## src/rtl/sbox_layer_iter.sv

```systemverilog
// Ascon 5-bit S-box layer over the 320-bit state, COLS_PER_CYCLE columns per clock.
// Latency: valid_o rises NB_STEPS = 64/COLS_PER_CYCLE edges after the accepting edge.
// Backpressure: result held in HOLD until ready_i; ready_o follows ready_i there so a new state can enter on the same edge.

package sbox_layer_iter_pkg;
    // Five 64-bit words; word 0 carries x0 (the S-box index MSB).
    typedef logic [4:0][63:0] type_state;
endpackage

module sbox_layer_iter
    import sbox_layer_iter_pkg::*;
#(
    parameter int COLS_PER_CYCLE = 8
) (
    input  logic      clock_i,
    input  logic      resetb_i,
    input  logic      valid_i,
    output logic      ready_o,
    input  type_state state_i,
    output logic      valid_o,
    input  logic      ready_i,
    output type_state state_o,
    output logic      busy_o
);

    localparam int NB_STEPS = 64 / COLS_PER_CYCLE;
    localparam int CNT_W    = (NB_STEPS > 1) ? $clog2(NB_STEPS) : 1;

    // Only power-of-two slice widths tile the 64 columns evenly.
    generate
        if (COLS_PER_CYCLE != 1  && COLS_PER_CYCLE != 2  && COLS_PER_CYCLE != 4 &&
            COLS_PER_CYCLE != 8  && COLS_PER_CYCLE != 16 && COLS_PER_CYCLE != 32 &&
            COLS_PER_CYCLE != 64) begin : g_bad_cols
            $error("sbox_layer_iter: COLS_PER_CYCLE must be 1, 2, 4, 8, 16, 32 or 64");
        end
    endgenerate

    // Ascon S-box, indexed by {x0,x1,x2,x3,x4}.
    localparam logic [4:0] SBOX [32] = '{
        5'h04, 5'h0B, 5'h1F, 5'h14, 5'h1A, 5'h15, 5'h09, 5'h02,
        5'h1B, 5'h05, 5'h08, 5'h12, 5'h1D, 5'h03, 5'h06, 5'h1C,
        5'h1E, 5'h13, 5'h07, 5'h0E, 5'h00, 5'h0D, 5'h11, 5'h18,
        5'h10, 5'h0C, 5'h01, 5'h19, 5'h16, 5'h0A, 5'h0F, 5'h17
    };

    typedef enum logic [1:0] {
        ST_IDLE = 2'd0,
        ST_RUN  = 2'd1,
        ST_HOLD = 2'd2
    } fsm_t;

    fsm_t             state_q, state_d;
    logic [CNT_W-1:0] cnt_q, cnt_d;
    type_state        work_q, work_d;
    type_state        work_sub;

    // Working register with the current slice of columns substituted; others pass through.
    always_comb begin
        work_sub = work_q;
        for (int c = 0; c < COLS_PER_CYCLE; c++) begin
            logic [5:0] col;
            logic [4:0] idx;
            logic [4:0] sub;
            col = 6'(int'(cnt_q) * COLS_PER_CYCLE + c);
            for (int w = 0; w < 5; w++) begin
                idx[4-w] = work_q[w][col];
            end
            sub = SBOX[idx];
            for (int w = 0; w < 5; w++) begin
                work_sub[w][col] = sub[4-w];
            end
        end
    end

    // Next-state, counter, working-register update and input-side handshake.
    always_comb begin
        state_d = state_q;
        cnt_d   = cnt_q;
        work_d  = work_q;
        ready_o = 1'b0;
        case (state_q)
            ST_IDLE: begin
                ready_o = 1'b1;
                if (valid_i) begin
                    work_d  = state_i;
                    cnt_d   = '0;
                    state_d = ST_RUN;
                end
            end
            ST_RUN: begin
                work_d = work_sub;
                if (cnt_q == CNT_W'(NB_STEPS - 1)) begin
                    cnt_d   = '0;
                    state_d = ST_HOLD;
                end else begin
                    cnt_d = cnt_q + CNT_W'(1);
                end
            end
            ST_HOLD: begin
                // A consumer taking the result frees the register on the same edge.
                ready_o = ready_i;
                if (ready_i) begin
                    if (valid_i) begin
                        work_d  = state_i;
                        cnt_d   = '0;
                        state_d = ST_RUN;
                    end else begin
                        state_d = ST_IDLE;
                    end
                end
            end
            default: begin
                state_d = ST_IDLE;
                cnt_d   = '0;
            end
        endcase
    end

    // State, counter and working register; reset discards any partial result.
    always_ff @(posedge clock_i or negedge resetb_i) begin
        if (!resetb_i) begin
            state_q <= ST_IDLE;
            cnt_q   <= '0;
            work_q  <= '0;
        end else begin
            state_q <= state_d;
            cnt_q   <= cnt_d;
            work_q  <= work_d;
        end
    end

    // Outputs come straight from registers, so they are glitch-free.
    assign valid_o = (state_q == ST_HOLD);
    assign busy_o  = (state_q == ST_RUN);
    assign state_o = work_q;

endmodule

```

## config.mk

```make
export PLATFORM = sky130hd
export DESIGN_NAME = sbox_layer_iter
export DESIGN_NICKNAME = d
export VERILOG_FILES = /design/src/rtl/sbox_layer_iter.sv
export SDC_FILE = /design/constraint.sdc
export NUM_CORES = 1
export LEC_CHECK = 0
export ABC_AREA = 1
export BUFFER_PORTS_ARGS = -buffer_cell sky130_fd_sc_hd__clkbuf_2
export CAP_MARGIN = 10
export CELL_PAD_IN_SITES_DETAIL_PLACEMENT = 1
export CELL_PAD_IN_SITES_GLOBAL_PLACEMENT = 1
export CORE_MARGIN = 1.5
export CORE_UTILIZATION = 33
export CTS_BUF_LIST = sky130_fd_sc_hd__clkbuf_2
export CTS_CLUSTER_DIAMETER = 120
export CTS_CLUSTER_SIZE = 40
export DETAILED_ROUTE_END_ITERATION = 8
export PLACE_DENSITY = 0.8
export SYNTH_ARGS = -nofsm -noshare
export SYNTH_HDL_FRONTEND = slang
export SYNTH_SLANG_ARGS = --single-unit
```

## constraint.sdc

```tcl
create_clock -name clock_i -period 2.35 [get_ports clock_i]
set_input_delay 0.705 -clock clock_i [delete_from_list [all_inputs] [get_ports clock_i]]
set_output_delay 0.705 -clock clock_i [all_outputs]
set_load 0.02 [all_outputs]
```

==> flow_summary.yaml, run 1 <==
placed_design:
  hpwl_mm: 90.9
  placed_area_um2: 27100
  routabilityCongestion: 0.958
  io_buffers: 646
synth:
  synth_most_common_cell: "nand2_1"
  synthCells: 2978
  synth.avg_cell_area_um2: 6.83
  dominantRegCellSynth: "dfrtp_1"
  synth-edff-count: 0
  synth_common_cells: "1,098 x nand2_1, 427 x a21oi_1, 349 x nand3_1"
  synth_cell_types: 31
  post-synth-top-area-cell: "dfrtp_1"
  ys_top_cells_by_area: "dfrtp_1 40%, nand2_1 20%, a21oi_1 11%"
  synth_nets: 3320
  synth_top_cell_area_share_pct: 40.0
  ys_ff_latch: 325
  ys_async_sr_fraction_pct: 100
  ys_seq_area_share_pct: 40.0
  yosys_warnings: 0
  netlist_area_um2: 20300
run_status:
  status: "aborted with a tool error"
  stop_stage: "5_1_grt"
  first-error: "[ERROR GRT-0232] Routing congestion too high. Check the congestion heatmap in the GUI."
floorplan:
  die_y_um: 251
  rows: 90
  die_w_um: 251
  ioPinCount: 647
  initial_core_util_pct: 33.5
clock_tree:
  htreeDepth: 1
  cts_root_buf: "clkbuf_2"
  cts_inserted_buffers: 14
  clock_path_buffers: 3
  clock_sinks: 325
grt:
  track_usage_pct: 76.7
  grt_max_degree: 142
  grt.overflow.total: 112
timing:
  grt-worst-endpoint: "valid_o"
  endpoint_type: "primary output"
-- cells by family after synthesis --
group / count (synthesis) / share of synthesized area (%)
and+or+nand+nor: 1806 / 37.3
AOI/OAI and AO/OA: 540 / 14.3
DFF: 325 / 40.0
buffers and inverters: 281 / 6.24
adders and majority gates: 18 / 1.11
xor gates and xnor gates: 8 / 1.08
-- routing by layer --
layer  GRT overflow  global-route usage, %
met3              5                   60.0
met4             49                   77.9
met2             54                   95.0
met5              2                   20.3
met1              2                   76.6
-- repair_timing --
action                                  CTS
cloned                                   24
pin swaps                               276
gates resized for setup                 939
hold endpoints to repair                650
hold buffers                            326
buffers inserted                        439
endpoints found under the setup margin  643
-- metrics by stage --
| stage | setup slack (ns) | utilization, % | cells | hold slack (ns) |
|---|---|---|---|---|
| detailed placement | -0.331 | 44.6 | 4494 | 0.510 |
| global placement | -0.240 | 44.6 | 4494 | 0.508 |
| CTS | -0.591 | 62.7 | 5291 | 0.0715 |
| floorplan | 0.0162 | - | 2978 | 0.409 |
==> run 2: changes to the inputs <==
- CELL_PAD_IN_SITES_DETAIL_PLACEMENT: 1 -> unset
- CELL_PAD_IN_SITES_GLOBAL_PLACEMENT: 1 -> unset
- CORE_AREA: unset -> 2 2 250 252
- CORE_MARGIN: 1.5 -> unset
- CORE_UTILIZATION: 33 -> unset
- CTS_BUF_LIST: sky130_fd_sc_hd__clkbuf_2 -> unset
- CTS_CLUSTER_DIAMETER: 120 -> unset
- CTS_CLUSTER_SIZE: 40 -> unset
- DIE_AREA: unset -> 0 0 252 254
- PLACE_DENSITY: 0.8 -> unset
- PLACE_DENSITY_LB_ADDON: unset -> 0.15
- clock period: 2.35 -> 3.06 ns (I/O delays scaled with it)
==> run 2 against run 1 <==
The flow now finishes without violations. Area after synthesis unchanged. Synthesized cell count unchanged.
==> flow_summary.yaml, run 2 <==
floorplan:
  rows: 91
  initial_core_util_pct: 33.2
  die_y_um: 254
  die_w_um: 252
  coreArea_um2: 61300
  die_area_um2: 64000
  ioPinCount: 647
critical_path:
  path_cells: "inv_4 -> nand2_1 -> nand2_1 -> nand2_1 -> nand2_1 -> inv_1 -> ha_2 -> nand2_1 -> xnor2_4 -> buf_4 -> nand2_1 -> a21oi_1"
  critical-path-max-stage-delay_ns: 0.50
  cp-end-kind: "flip-flop"
  critPathCapture: "state_o[251]$_DFFE_PN0P_"
  crit_family: "buffers and inverters"
  crit_path_frequent_cell: "nand2_1"
  crit_start: "cnt_q[1]$_DFFE_PN0P_"
  path_depth: 12
  worst_ep_required_time_ns: 3.56
  worstReg2RegStart: "cnt_q[1]$_DFFE_PN0P_"
  critPathKind: "reg2reg"
  r2r-end: "state_o[251]$_DFFE_PN0P_"
  critPathSlowestCell: "dfrtp_4"
  rrSetupSlack_ns: 0.15
  r2r.worst_path.cells: 12
  arrival_ns: 3.41
  critPathLaunchType: "flip-flop"
  crit_path_max_fanout: 42
  cp_num_buf_inv: 3
drt:
  routed_wl_mm: 114
  ant_nets: 0
  via_count: 24200
  drt_iter0_drc: 2182
  wl_per_cell_um: 26.1
  drt_pass1_iterations: 6
  viasPerCell: 5.51
  drc: 0
final_layout:
  seq_area_um2: 8140
  final_cell_mix: "1,091 x nand2_1, 645 x clkbuf_2, 427 x a21oi_1"
  areaGrowthSynthToFinish_pct: 30.0
  fin_area_um2: 26500
  multi_input_area_um2: 11100
  drive_gt1_share_pct: 26.5
  fin_cells: 4389
  largest_register_ffs: 320
  nNetsFinal: 3906
  layout_commonest_cell: "nand2_1"
  fillerInstances: 6620
run_status:
  status: "completed"
timing:
  final_max_slew_viol_count: 0
  hold_viol: 0
  finalClockSkew_ns: 0.0264
  period_share_pct: 95.1
  tightest_slew_ns: 0.832
  setup_viol: 0
  period_needed_ns: 2.91
  relSlewSlack_pct: 44.5
  hold_slack_ns: 0.348
  fmax_mhz: 344
  grt_setup_unrepaired: "yes"
clock_tree:
  clock_latency_ns: 0.58
  cts_inserted_buffers: 41
  cts_tree: "built"
  htreeDepth: 2
  cts_root_buf: "clkbuf_16"
  clk_pin_slew_worst_paths_ns: 0.06
  clock_sinks: 325
  clock_path_buffers: 3
grt:
  track_usage_pct: 34.8
  grt_pass1_wl_mm: 163
  grt_max_degree: 125
  grt.overflow.total: 0
  antenna_found_initial: 7
  grt_pass1_vias: 23600
job:
  cap_viol_max_count: 0
placed_design:
  place_inst: 4311
  placed_area_um2: 24900
  hpwl_mm: 82.9
  io_buffers: 646
  routabilityCongestion: 0.922
synth:
  post-synth-top-area-cell: "dfrtp_1"
  ys_top_cells_by_area: "dfrtp_1 40%, nand2_1 20%, a21oi_1 11%"
  synth_top_cell_area_share_pct: 40.0
  ys_ff_latch: 325
  synth.avg_cell_area_um2: 6.83
  dominantRegCellSynth: "dfrtp_1"
  synth_cell_types: 31
  synth_most_common_cell: "nand2_1"
  synth-edff-count: 0
  synth_common_cells: "1,098 x nand2_1, 427 x a21oi_1, 349 x nand3_1"
  ys_seq_area_share_pct: 40.0
  ys_async_sr_fraction_pct: 100
  synth_nets: 3320
  yosys_warnings: 0
  synthCells: 2978
  netlist_area_um2: 20300
hold_path:
  hold_path_class: "in2async"
==> run 2: cell counts after synthesis <==
Identical to the previous run, type by type.
==> run 2: layout make-up <==
type | count | area share, %
timing repair buffer | 746 | 16.7
clock inverter | 14 | 0.885
sequential | 325 | 30.8
multi-input combinational | 2372 | 41.9
tap | 790 | 3.74
antenna | 5 | 0.0473
clock buffer | 59 | 4.71
inverter | 78 | 1.19
==> run 2: metal layers <==
layer | routed length, µm | up-vias | GRT usage (%)
met1 | 47600 | 11800 | 46.3
met4 | 4260 | 6 | 12.5
met3 | 8390 | 219 | 4.93
met5 | 46 | - | 0
met2 | 54100 | 1235 | 57.5
li1 | - | 11000 | -
==> run 2: worst min path at each step <==
stage                                           to  depth (start not counted)  slack [ns]                startpoint
final                     state_o[145]$_DFFE_PN0P_                          1        0.35                  resetb_i
after global routing      state_o[145]$_DFFE_PN0P_                          1        0.37                  resetb_i
after CTS                  state_o[69]$_DFFE_PN0P_                          1        0.34                  resetb_i
after detailed placement  state_o[201]$_DFFE_PN0P_                          2        0.51  state_o[201]$_DFFE_PN0P_
after global placement    state_o[201]$_DFFE_PN0P_                          2        0.51  state_o[201]$_DFFE_PN0P_
after floorplan             state_q[1]$_DFFE_PN0P_                          1        0.53    state_q[1]$_DFFE_PN0P_
==> run 2: logic make-up after synthesis <==
family | count (synthesis) | synth area share [%]
xor+xnor | 8 | 1.08
compound gates | 540 | 14.3
flops | 325 | 40.0
fa+ha+maj | 18 | 1.11
buf+inv | 281 | 6.24
simple gates | 1806 | 37.3
==> run 2: per-stage QoR <==
stage	worst slack [ns]	utilization (%)	TNS, ns
after floorplan	0.673	-	0
after global placement	0.108	40.6	0
after detailed placement	0.105	40.6	0
after CTS	0.0682	43.0	0
after global routing	-0.00575	43.2	-0.00952
final	0.151	43.2	0
==> run 2: what timing repair did <==
| item | in CTS | in global routing |
|---|---|---|
| hold endpoints to repair | 0 | 0 |
| hold buffers | 0 | 0 |
| gates resized for setup | 0 | 24 |
| setup endpoints to repair | 0 | 174 |
| setup buffers | 0 | 0 |
Power of run 2 is left out: the tool's default activity adds up to more than one toggle a clock period on the data nets, which glitch-free logic cannot reach.
